### config.mk
export PLATFORM = sky130hd
export DESIGN_NAME = rxx_tap_collector
export DESIGN_NICKNAME = d
export VERILOG_FILES = /design/src/rtl/rxx_tap_collector_pkg.sv /design/src/rtl/rxx_tap_bank.sv /design/src/rtl/rxx_tap_collector.sv
export SDC_FILE = /design/constraint.sdc
export NUM_CORES = 1
export LEC_CHECK = 0
export ABC_AREA = 1
export BUFFER_PORTS_ARGS = -buffer_cell sky130_fd_sc_hd__buf_2
export CORE_MARGIN = 3
export CORE_UTILIZATION = 40
export CTS_BUF_LIST = sky130_fd_sc_hd__clkbuf_8
export CTS_CLUSTER_SIZE = 24
export DETAILED_ROUTE_END_ITERATION = 12
export PLACE_DENSITY_LB_ADDON = 0.3
export SKIP_LAST_GASP = 1
export SLEW_MARGIN = 25
export SYNTH_ARGS = -nofsm -noshare
export SYNTH_HDL_FRONTEND = slang
export SYNTH_HIERARCHICAL = 1
export SYNTH_SLANG_ARGS = --single-unit
export TNS_END_PERCENT = 1
### constraint.sdc
create_clock -name clk -period 3.2 [get_ports clk]
set_input_delay 0.16 -clock clk [delete_from_list [all_inputs] [get_ports clk]]
set_output_delay 0.16 -clock clk [all_outputs]
set_load 0.005 [all_outputs]
### src/rtl/rxx_tap_collector_pkg.sv
// Shared constants and types for the autocorrelation tap collector.
// Module parameters default to the values here.
package rxx_tap_collector_pkg;

  localparam int L_DEF        = 7;
  localparam int VAL_SIZE_DEF = 16;
  localparam int NUM_TAPS     = 2 * L_DEF + 1;
  localparam int IDX_W        = $clog2(NUM_TAPS);

  typedef enum logic {
    SEEK = 1'b0,
    FILL = 1'b1
  } state_t;

  typedef logic signed [VAL_SIZE_DEF-1:0] tap_t;

endpackage

### src/rtl/rxx_tap_bank.sv
// Tap register array with single-entry write, whole-bank load and a registered
// read port. Bulk load wins over the single write on the same edge.
module rxx_tap_bank
  import rxx_tap_collector_pkg::*;
#(
  parameter int TAPS     = NUM_TAPS,
  parameter int VAL_SIZE = VAL_SIZE_DEF,
  parameter int ADDR_W   = $clog2(TAPS)
) (
  input  logic                       clk,
  input  logic                       rst,
  input  logic                       wr_en,
  input  logic [ADDR_W-1:0]          wr_addr,
  input  logic signed [VAL_SIZE-1:0] wr_data,
  input  logic                       load_en,
  input  logic [TAPS*VAL_SIZE-1:0]   load_data,
  input  logic [ADDR_W-1:0]          rd_addr,
  output logic signed [VAL_SIZE-1:0] rd_data,
  output logic [TAPS*VAL_SIZE-1:0]   contents
);

  logic signed [VAL_SIZE-1:0] mem [TAPS];

  always_ff @(posedge clk) begin
    if (rst) begin
      for (int i = 0; i < TAPS; i++) mem[i] <= '0;
      rd_data <= '0;
    end else begin
      if (load_en) begin
        for (int i = 0; i < TAPS; i++) mem[i] <= load_data[i*VAL_SIZE +: VAL_SIZE];
      end else if (wr_en) begin
        mem[wr_addr] <= wr_data;
      end
      // Addresses past the last tap read as zero.
      rd_data <= (int'(rd_addr) < TAPS) ? mem[rd_addr] : '0;
    end
  end

  always_comb begin
    contents = '0;
    for (int i = 0; i < TAPS; i++) contents[i*VAL_SIZE +: VAL_SIZE] = mem[i];
  end

endmodule

### src/rtl/rxx_tap_collector.sv
// Collects the rotating smoothed taps into a shadow bank and publishes each
// complete sweep as a frozen frame behind a valid/ready handshake.
module rxx_tap_collector
  import rxx_tap_collector_pkg::*;
#(
  parameter int L        = L_DEF,
  parameter int VAL_SIZE = VAL_SIZE_DEF
) (
  input  logic                         clk,
  input  logic                         rst,
  input  logic                         en,
  input  logic                         sync,
  input  logic signed [VAL_SIZE-1:0]   in,
  output logic                         frame_valid,
  input  logic                         frame_ready,
  input  logic [$clog2(2*L+1)-1:0]     rd_addr,
  output logic signed [VAL_SIZE-1:0]   rd_data,
  output logic                         overrun,
  output logic                         resync_err,
  input  logic                         clr_err
);

  localparam int TAP_N = 2 * L + 1;
  localparam int AW    = $clog2(TAP_N);
  localparam logic [AW-1:0] LAST = AW'(TAP_N - 1);

  state_t                     state_p0, state_nxt;
  logic [AW-1:0]              idx_p0, idx_nxt;
  logic                       frame_valid_p0, overrun_p0, resync_err_p0;
  logic                       tap_wr, sweep_done, resync;
  logic                       bank_free, load, drop;
  logic [AW-1:0]              wr_addr;
  logic [TAP_N*VAL_SIZE-1:0]  shadow_flat, load_flat, out_flat_unused;
  logic signed [VAL_SIZE-1:0] shadow_rd_unused;

  always_comb begin
    state_nxt  = state_p0;
    idx_nxt    = idx_p0;
    tap_wr     = 1'b0;
    wr_addr    = '0;
    sweep_done = 1'b0;
    resync     = 1'b0;
    if (en) begin
      unique case (state_p0)
        SEEK: begin
          if (sync) begin
            tap_wr    = 1'b1;
            idx_nxt   = AW'(1);
            state_nxt = FILL;
          end
        end
        FILL: begin
          tap_wr = 1'b1;
          if (sync) begin
            // A sync anywhere but tap 0 abandons the partial sweep.
            resync  = (idx_p0 != '0);
            idx_nxt = AW'(1);
          end else begin
            wr_addr = idx_p0;
            if (idx_p0 == LAST) begin
              sweep_done = 1'b1;
              idx_nxt    = '0;
            end else begin
              idx_nxt = idx_p0 + 1'b1;
            end
          end
        end
        default: ;
      endcase
    end
  end

  assign bank_free = !frame_valid_p0 || frame_ready;
  assign load      = sweep_done && bank_free;
  assign drop      = sweep_done && !bank_free;

  // The last tap lands in the shadow on the load edge, so splice it in here.
  always_comb begin
    load_flat = shadow_flat;
    load_flat[(TAP_N-1)*VAL_SIZE +: VAL_SIZE] = in;
  end

  always_ff @(posedge clk) begin
    if (rst) begin
      state_p0       <= SEEK;
      idx_p0         <= '0;
      frame_valid_p0 <= 1'b0;
      overrun_p0     <= 1'b0;
      resync_err_p0  <= 1'b0;
    end else begin
      state_p0 <= state_nxt;
      idx_p0   <= idx_nxt;
      if (load)             frame_valid_p0 <= 1'b1;
      else if (frame_ready) frame_valid_p0 <= 1'b0;
      if (drop)             overrun_p0 <= 1'b1;
      else if (clr_err)     overrun_p0 <= 1'b0;
      if (resync)           resync_err_p0 <= 1'b1;
      else if (clr_err)     resync_err_p0 <= 1'b0;
    end
  end

  assign frame_valid = frame_valid_p0;
  assign overrun     = overrun_p0;
  assign resync_err  = resync_err_p0;

  rxx_tap_bank #(.TAPS(TAP_N), .VAL_SIZE(VAL_SIZE), .ADDR_W(AW)) u_shadow (
    .clk       (clk),
    .rst       (rst),
    .wr_en     (tap_wr),
    .wr_addr   (wr_addr),
    .wr_data   (in),
    .load_en   (1'b0),
    .load_data ('0),
    .rd_addr   ('0),
    .rd_data   (shadow_rd_unused),
    .contents  (shadow_flat)
  );

  rxx_tap_bank #(.TAPS(TAP_N), .VAL_SIZE(VAL_SIZE), .ADDR_W(AW)) u_out (
    .clk       (clk),
    .rst       (rst),
    .wr_en     (1'b0),
    .wr_addr   ('0),
    .wr_data   ('0),
    .load_en   (load),
    .load_data (load_flat),
    .rd_addr   (rd_addr),
    .rd_data   (rd_data),
    .contents  (out_flat_unused)
  );

endmodule

Yosys cells after proc, flatten, opt, wreduce, memory -nomap -nowiden

Memories as Yosys holds them, arrays and structs flattened. A register that Yosys moved wholly into a read port is not among the register bits.
Index checks and enable logic that the tools add are counted.

Muxes and demuxes: 49
Order comparisons: 1
Eq/ne operators: 2
Add/sub/neg operators: 1
Reductions and logical operators: 12
Bitwise gates (word level): 17

Operators by type and width:

| kind                  | number |
|---|---|
| $mux W16              | 16 |
| $mux W4               | 7 |
| $mux W1               | 24 |
| $reduce_or A16 Y1     | 1 |
| $or A1 B1 Y1          | 15 |
| $pmux W4 S2           | 1 |
| $reduce_bool A2 Y1    | 3 |
| $add A4 B1 Y4 const B | 1 |
| $eq A4 B4 Y1 const B  | 1 |
| $lt A4 B4 Y1 const B  | 1 |
| $reduce_bool A4 Y1    | 1 |
| $logic_and A1 B1 Y1   | 2 |
| $logic_not A1 Y1      | 2 |
| $ne A2 B2 Y1 const B  | 1 |
| $not A1 Y1            | 2 |
| $pmux W1 S2           | 1 |
| $reduce_and A2 Y1     | 1 |
| $reduce_or A2 Y1      | 1 |
| $logic_or A1 B1 Y1    | 1 |

Memories kept: 2
Bits in registers: 8
RAM bits: 480
Word-level logic and storage cells: 89
Input port bits: 26

Memory list:

| name         | words | bits a word | read ports | clocked after Yosys merged registers in | write ports | line               | text |
|---|---|---|---|---|---|---|---|
| u_out.mem    | 15    | 16          | 1          | 1                                       | 15          | rxx_tap_bank.sv:22 | `logic signed [VAL_SIZE-1:0] mem [TAPS];` |
| u_shadow.mem | 15    | 16          | 14         | 0                                       | 15          | rxx_tap_bank.sv:22 |  |

Depth between registers and ports, before layout

Gate-level depths: netlist of run 1.

Depth in word-level cells: 10
Depth in mapped cells: 14
Gate-level depth less buffers: 12

Cells and area by module

Netlist of run 1, hierarchy kept.

Modules (own cells, without submodules):

| module                   | times used | area each (µm²) | cells an instance |
|---|---|---|---|
| rxx_tap_bank at u_out    | 1          | 14868.0         | 1726 |
| rxx_tap_bank at u_shadow | 1          | 14757.9         | 1726 |
| rxx_tap_collector        | 1          | 456.7           | 68 |

Worst setup path after synthesis of run 1

Ideal clock, no wire load.

Kind: register to register
From: register state_p0
To: memory u_shadow/mem[15][0] in the netlist's numbering, enable pin
Required time: 2791 ps
Stages on the path, launching flop included: 5
Arrival time: 2022 ps
Slack: 769 ps
Clock period less this slack: 2431 ps
Path through: dfxtp_1 nand3_4 nor2_1 nand2_1 nor3_1

RTL lines:

| what                     | line                    | text |
|---|---|---|
| start: declaration       | rxx_tap_collector.sv:27 | `state_t state_p0, state_nxt;` |
| start signal: assignment | rxx_tap_collector.sv:91 | `state_p0 <= state_nxt;` |
| end: declaration         | rxx_tap_bank.sv:22      |  |

==> results.yml, run 1 <==
timing:
  rsz0062_at_grt: "false"
  worst_pin_slew_ps: 1180
  max-slew-margin-rel_pct: 21.2
  setup_tns_ps: 0
  hold_violations: 0
  skew_ps: 53.3
  fin_crit_sh_pct: 82.8
  fin_worst_hold_slack_ps: 105
  period_needed_ps: 2650
  finalMaxSlewViolations: 0
  max_freq_ghz: 0.377
  setup_viol: 0
clock_network:
  clkLatencyLatePin_ps: 690
  path_clk_slew_ps: 60
  clockRootBuffer: "clkbuf_8"
  htreeDepth: 3
  postCtsHoldBufs: 26
  cts_buffers: 87
  post_cts_buffers: 0
  cts_tree: "done"
  cts.sinks: 504
  post_cts_resized: 0
  clockBufferDepth: 3
pwr:
  p_per_area_nw_per_um2: 521
  seqPwrFrac_pct: 52.5
  cellLeakagePower_nw: 11.9
  pwr-share-comb_pct: 9.4
  power_switching_mw: 3.94
  switching_share_pct: 26.3
  irDropWorstVdd_mv: 0.236
  clockPowerShare_pct: 38.1
  p_int_mw: 11.0
setup_path:
  critPathKind: "primary input to flip-flop"
  timing.critical_path.arrival_ps: 2930
  required_ps: 3480
  r2r_end: "u_out/mem[13][4]$_DFFE_PP_"
  cp.depth: 9
  rr_worst_depth: 8
  slowest_delay_ps: 700
  path_cells: "dlygate4sd3_1, buf_2, nand2_2, dlygate4sd3_1, nand2_2, nand2_2, inv_4, nand2_4, nand2_1"
  ff2ff_setup_slack_ps: 570
  r2r-start: "idx_p0[0]$_SDFFE_PP0P_"
  critPathMostFrequentCell: "nand2_2"
  critPathLaunchType: "primary input"
  crit_family: "buffers and inverters"
  worst-path-buf-inv: 4
  crit_path_top_delay_cell: "nand2_1"
  worstPathMaxFanout: 17
  cp-end-kind: "flip-flop"
floorplanning:
  fp.dieH_um: 258
  start_util_pct: 40.7
  dieArea_um2: 66300
  coreArea_um2: 62200
  die_width_um: 258
  pin_count: 45
  placementRows: 91
place:
  dp.cells: 3586
  portBuffers: 44
  routabilityCongestion: 0.920
  dpl_cell_area_um2: 26800
  hpwl_um: 48600
yosys:
  synthesis.instances: 2624
  avgSynthCellArea_um2: 9.65
  yosysWarnings: 6
  netlist_area_um2: 25300
run_status:
  status: "completed"
layout:
  drive_gt1_share_pct: 13.1
  area_growth_syn_to_layout_pct: 13.5
  final_cells: 3775
  final_nets: 2893
  layout_commonest_cell: "nand3_1"
  fin_area_um2: 28700
  final_cell_mix: "nand3_1 (596), nand2_1 (502), edfxtp_1 (480), o21ai_0 (280), conb_1 (270)"
routing:
  vias: 19800
  drt-initial-drc-count: 2237
  drt_first_pass_iters: 5
  viasPerCell: 5.24
  detail-route-antenna-nets: 0
  remaining_drc_errors: 0
  routed_wirelength_um: 78300
  wl_per_cell_um: 20.7
global_routing:
  grt_start_max_net_pins: 162
  overflow: 0
  antenna_found_initial: 3
  grt.total_usage_pct: 23.4
  grt_pass1_vias: 18600
  grt_pass1_wl_um: 117000
hold_path:
  hold_end: "u_out/rd_data[0]$_SDFF_PP0_"
  min_path_cells: 5
  min_from: "rd_addr[3]"
  holdCritPathClass: "primary input to flip-flop"
run:
  drv_cap: 0
## worst max path at each step
| stage | from | endpoint | slack [ps] |
|---|---|---|---|
| final | en | u_shadow/mem[6][12]$_DFFE_PP_ | 550 |
| after global routing | idx_p0[0]$_SDFFE_PP0P_ | u_out/mem[4][4]$_DFFE_PP_ | 440 |
| after CTS | idx_p0[0]$_SDFFE_PP0P_ | u_out/mem[10][8]$_DFFE_PP_ | 580 |
| after detailed placement | idx_p0[0]$_SDFFE_PP0P_ | u_out/mem[13][14]$_DFFE_PP_ | 610 |
| after global placement | idx_p0[0]$_SDFFE_PP0P_ | u_out/mem[10][7]$_DFFE_PP_ | 610 |
| after floorplan | idx_p0[0]$_SDFFE_PP0P_ | u_out/mem[0][0]$_DFFE_PP_ | 1000 |
## final cells by class
type | count | area (um2)
well taps | 837 | 1050
multi-input cells | 1932 | 9430
clock inverters | 75 | 483
repair buffers | 102 | 777
clock buffers | 87 | 1200
diodes | 1 | 2.50
fillers | 5898 | 33400
flip-flops and latches | 504 | 14900
inverters | 237 | 907
## per-layer routing
layer / GRT usage (%) / share of wire (%)
met2: 35.6 / 44
met1: 32.7 / 42
met5: 0 / 0
met4: 9.91 / 4.0
met3: 4.83 / 9.7
## power groups by stage
stage                     combinational, mW  clock, mW  sequential [mW]
after floorplan                       0.875          0             7.94
after detailed placement               1.25          0             8.00
after global placement                 1.24          0             7.99
after global routing                   1.54       6.12             7.90
after CTS                              1.27       5.80             7.86
final                                  1.41       5.70             7.86
## tightest hold or removal path: stages
cell	delay [ps]
buf_2	110
nand2_1	110
o31ai_2	70
buf_4	190
a21oi_1	110
## through the flow
step                utilization [%]  power, mW  setup WS (ps)
global route                   46.2       15.6            443
floorplan                         -       8.81           1000
detailed placement             43.1       9.25            607
global placement               43.1       9.23            609
CTS                            46.2       14.9            578
finish                         46.2       15.0            550
## registers in the layout, indices dropped and copies added, names as in the netlist
name,flops
frame_valid,1
idx_p0,4
overrun,1
resync_err,1
state_p0,1
u_out/mem,256
u_out/rd_data,16
u_shadow/mem,224
Power figures use the tool's default switching activity.
==> inputs of run 2 (changes only) <==
ABC_AREA = 0   (was 1)
clock period = 2.2 ns   (was 3.2 ns; I/O delays follow)
==> results.yml, run 2 <==
place:
  dp.cells: 2668
  dpl_cell_area_um2: 26000
  portBuffers: 44
  hpwl_um: 40900
  place_ws_ps: -392
  routabilityCongestion: 0.944
routing:
  viasPerCell: 5.21
  routed_wirelength_um: 63600
  vias: 14800
  met2_length_um: 29900
  met3_wirelength_um: 4620
  wl_per_cell_um: 22.4
  drt_first_pass_iters: 5
  met1Wirelength_um: 26800
  detail-route-antenna-nets: 0
  top_layer: "met5"
  remaining_drc_errors: 0
  drt-initial-drc-count: 1360
layout:
  final_cell_mix: "edfxtp_1 (464), conb_1 (344), a22o_1 (320), clkbuf_8 (91), buf_4 (87)"
  area_growth_syn_to_layout_pct: 21.2
  drive_gt1_share_pct: 21.9
  regMostFlops: "u_out/mem"
  layout_commonest_cell: "edfxtp_1"
  final_nets: 2046
  final_cells: 2841
  fin_area_um2: 27800
  reg_top3: "u_out/mem: 240 flops, u_shadow/mem: 224 flops, u_out/rd_data: 16 flops"
  largest_reg_flops: 240
  final_util_pct: 49.2
global_routing:
  grt_pass1_wl_um: 94300
  grt.total_usage_pct: 21.3
  overflow: 0
  grt_pass1_vias: 14900
  grt_start_max_net_pins: 161
  antenna_found_initial: 3
setup_path:
  crit_family: "simple AND/OR/NAND/NOR gates"
  slowest_delay_ps: 420
  timing.critical_path.arrival_ps: 2750
  cp-end-kind: "flip-flop"
  required_ps: 2520
  critPathLaunchType: "flip-flop"
  crit_path_top_delay_cell: "or3_4"
  critPathKind: "flip-flop to flip-flop"
  path_cells: "and3b_1, and2_1, or3b_4, or3_4, nor3_4, nand2b_4"
  worst-path-buf-inv: 0
  worstPathMaxFanout: 16
floorplanning:
  placementRows: 87
  start_util_pct: 40.6
  pin_count: 45
  dieArea_um2: 60300
  die_width_um: 246
  fp.dieH_um: 246
  coreArea_um2: 56600
run_status:
  violations: "slew limit, setup timing"
  status: "complete, but fails checks"
timing:
  period_needed_ps: 2420
  worst_pin_slew_ps: 11630
  hold_violations: 0
  setup_slack_ps: -223
  fin_crit_sh_pct: 110
  setup_viol: 235
  rsz0062_at_grt: "true"
  finalMaxSlewViolations: 161
  max_freq_ghz: 0.413
  skew_ps: 22.9
  max-slew-margin-rel_pct: -675
pwr:
  cellLeakagePower_nw: 10.8
  irDropWorstVdd_mv: 0.450
  p_per_area_nw_per_um2: 759
yosys:
  avgSynthCellArea_um2: 14.6
  yosysWarnings: 6
  netlist_area_um2: 23000
  synthesis.instances: 1574
clock_network:
  clockBufferDepth: 3
  cts_buffers: 85
  path_clk_slew_ps: 60
  cts_tree: "done"
  clockRootBuffer: "clkbuf_8"
  htreeDepth: 3
  cts.sinks: 488
  clkLatencyLatePin_ps: 670
run:
  drv_cap: 0
hold_path:
  holdCritPathClass: "primary input to flip-flop"
run 2: routing by layer:
metal	GRT usage [%]	vias up
met5	0	-
met4	9.17	4
met3	4.06	122
met2	34.2	592
met1	28.2	7291
li1	-	6797
run 2: path summary, 6_finish.rpt:
kind                                       from                        endpoint  slack (ps)  cells after the start
setup / recovery          state_p0$_SDFFE_PP0P_   u_shadow/mem[0][11]$_DFFE_PP_        -220                      6
setup reg to reg          state_p0$_SDFFE_PP0P_   u_shadow/mem[0][11]$_DFFE_PP_        -220                      6
hold / removal                           in[14]  u_shadow/mem[12][14]$_DFFE_PP_          70                      3
hold reg to reg   u_shadow/mem[3][13]$_DFFE_PP_      u_out/mem[3][13]$_DFFE_PP_         530                      1
run 2: power breakdown:
part           leakage [nW]  switching (mW)  internal (mW)  total, mW
clock                 0.921            3.75           4.40       8.15
sequential             4.95           0.193           10.9       11.1
combinational          4.88            1.14          0.767       1.91
total                  10.8            5.08           16.1       21.1
run 2: tightest hold or removal path, delay by kind of cell:
| kind | cells | cell delay [ps] |
|---|---|---|
| AO/OA/AOI/OAI | 1 | 60 |
| AND/OR/NAND/NOR | 1 | 110 |
| buffers and inverters | 1 | 260 |
run 2: final cells by class:
class,instances,area [um2]
fillers,4922,28800
flip-flops and latches,488,14400
multi-input cells,1251,9210
repair buffers,169,1540
clock buffers,91,1250
well taps,756,946
clock inverters,63,397
inverters,22,82.6
diodes,1,2.50
run 2: what timing repair did:
action	in CTS	in global routing
hold buffers	12	0
pin swaps	1	2
endpoints found under the setup margin	330	496
cloned	0	0
buffers inserted	1	5
endpoints found under the hold margin	24	0
resized for setup	2	3
run 2: through the flow:
stage | setup TNS, ps | total power [mW] | hold slack (ps)
3_3_place_gp | -46020 | 13.0 | 398
6_report | -20800 | 21.1 | 71.0
4_1_cts | -33920 | 21.2 | 4.89
2_1_floorplan | -42360 | 12.3 | 250
3_5_place_dp | -43050 | 13.0 | 406
5_1_grt | -51250 | 22.0 | 53.5
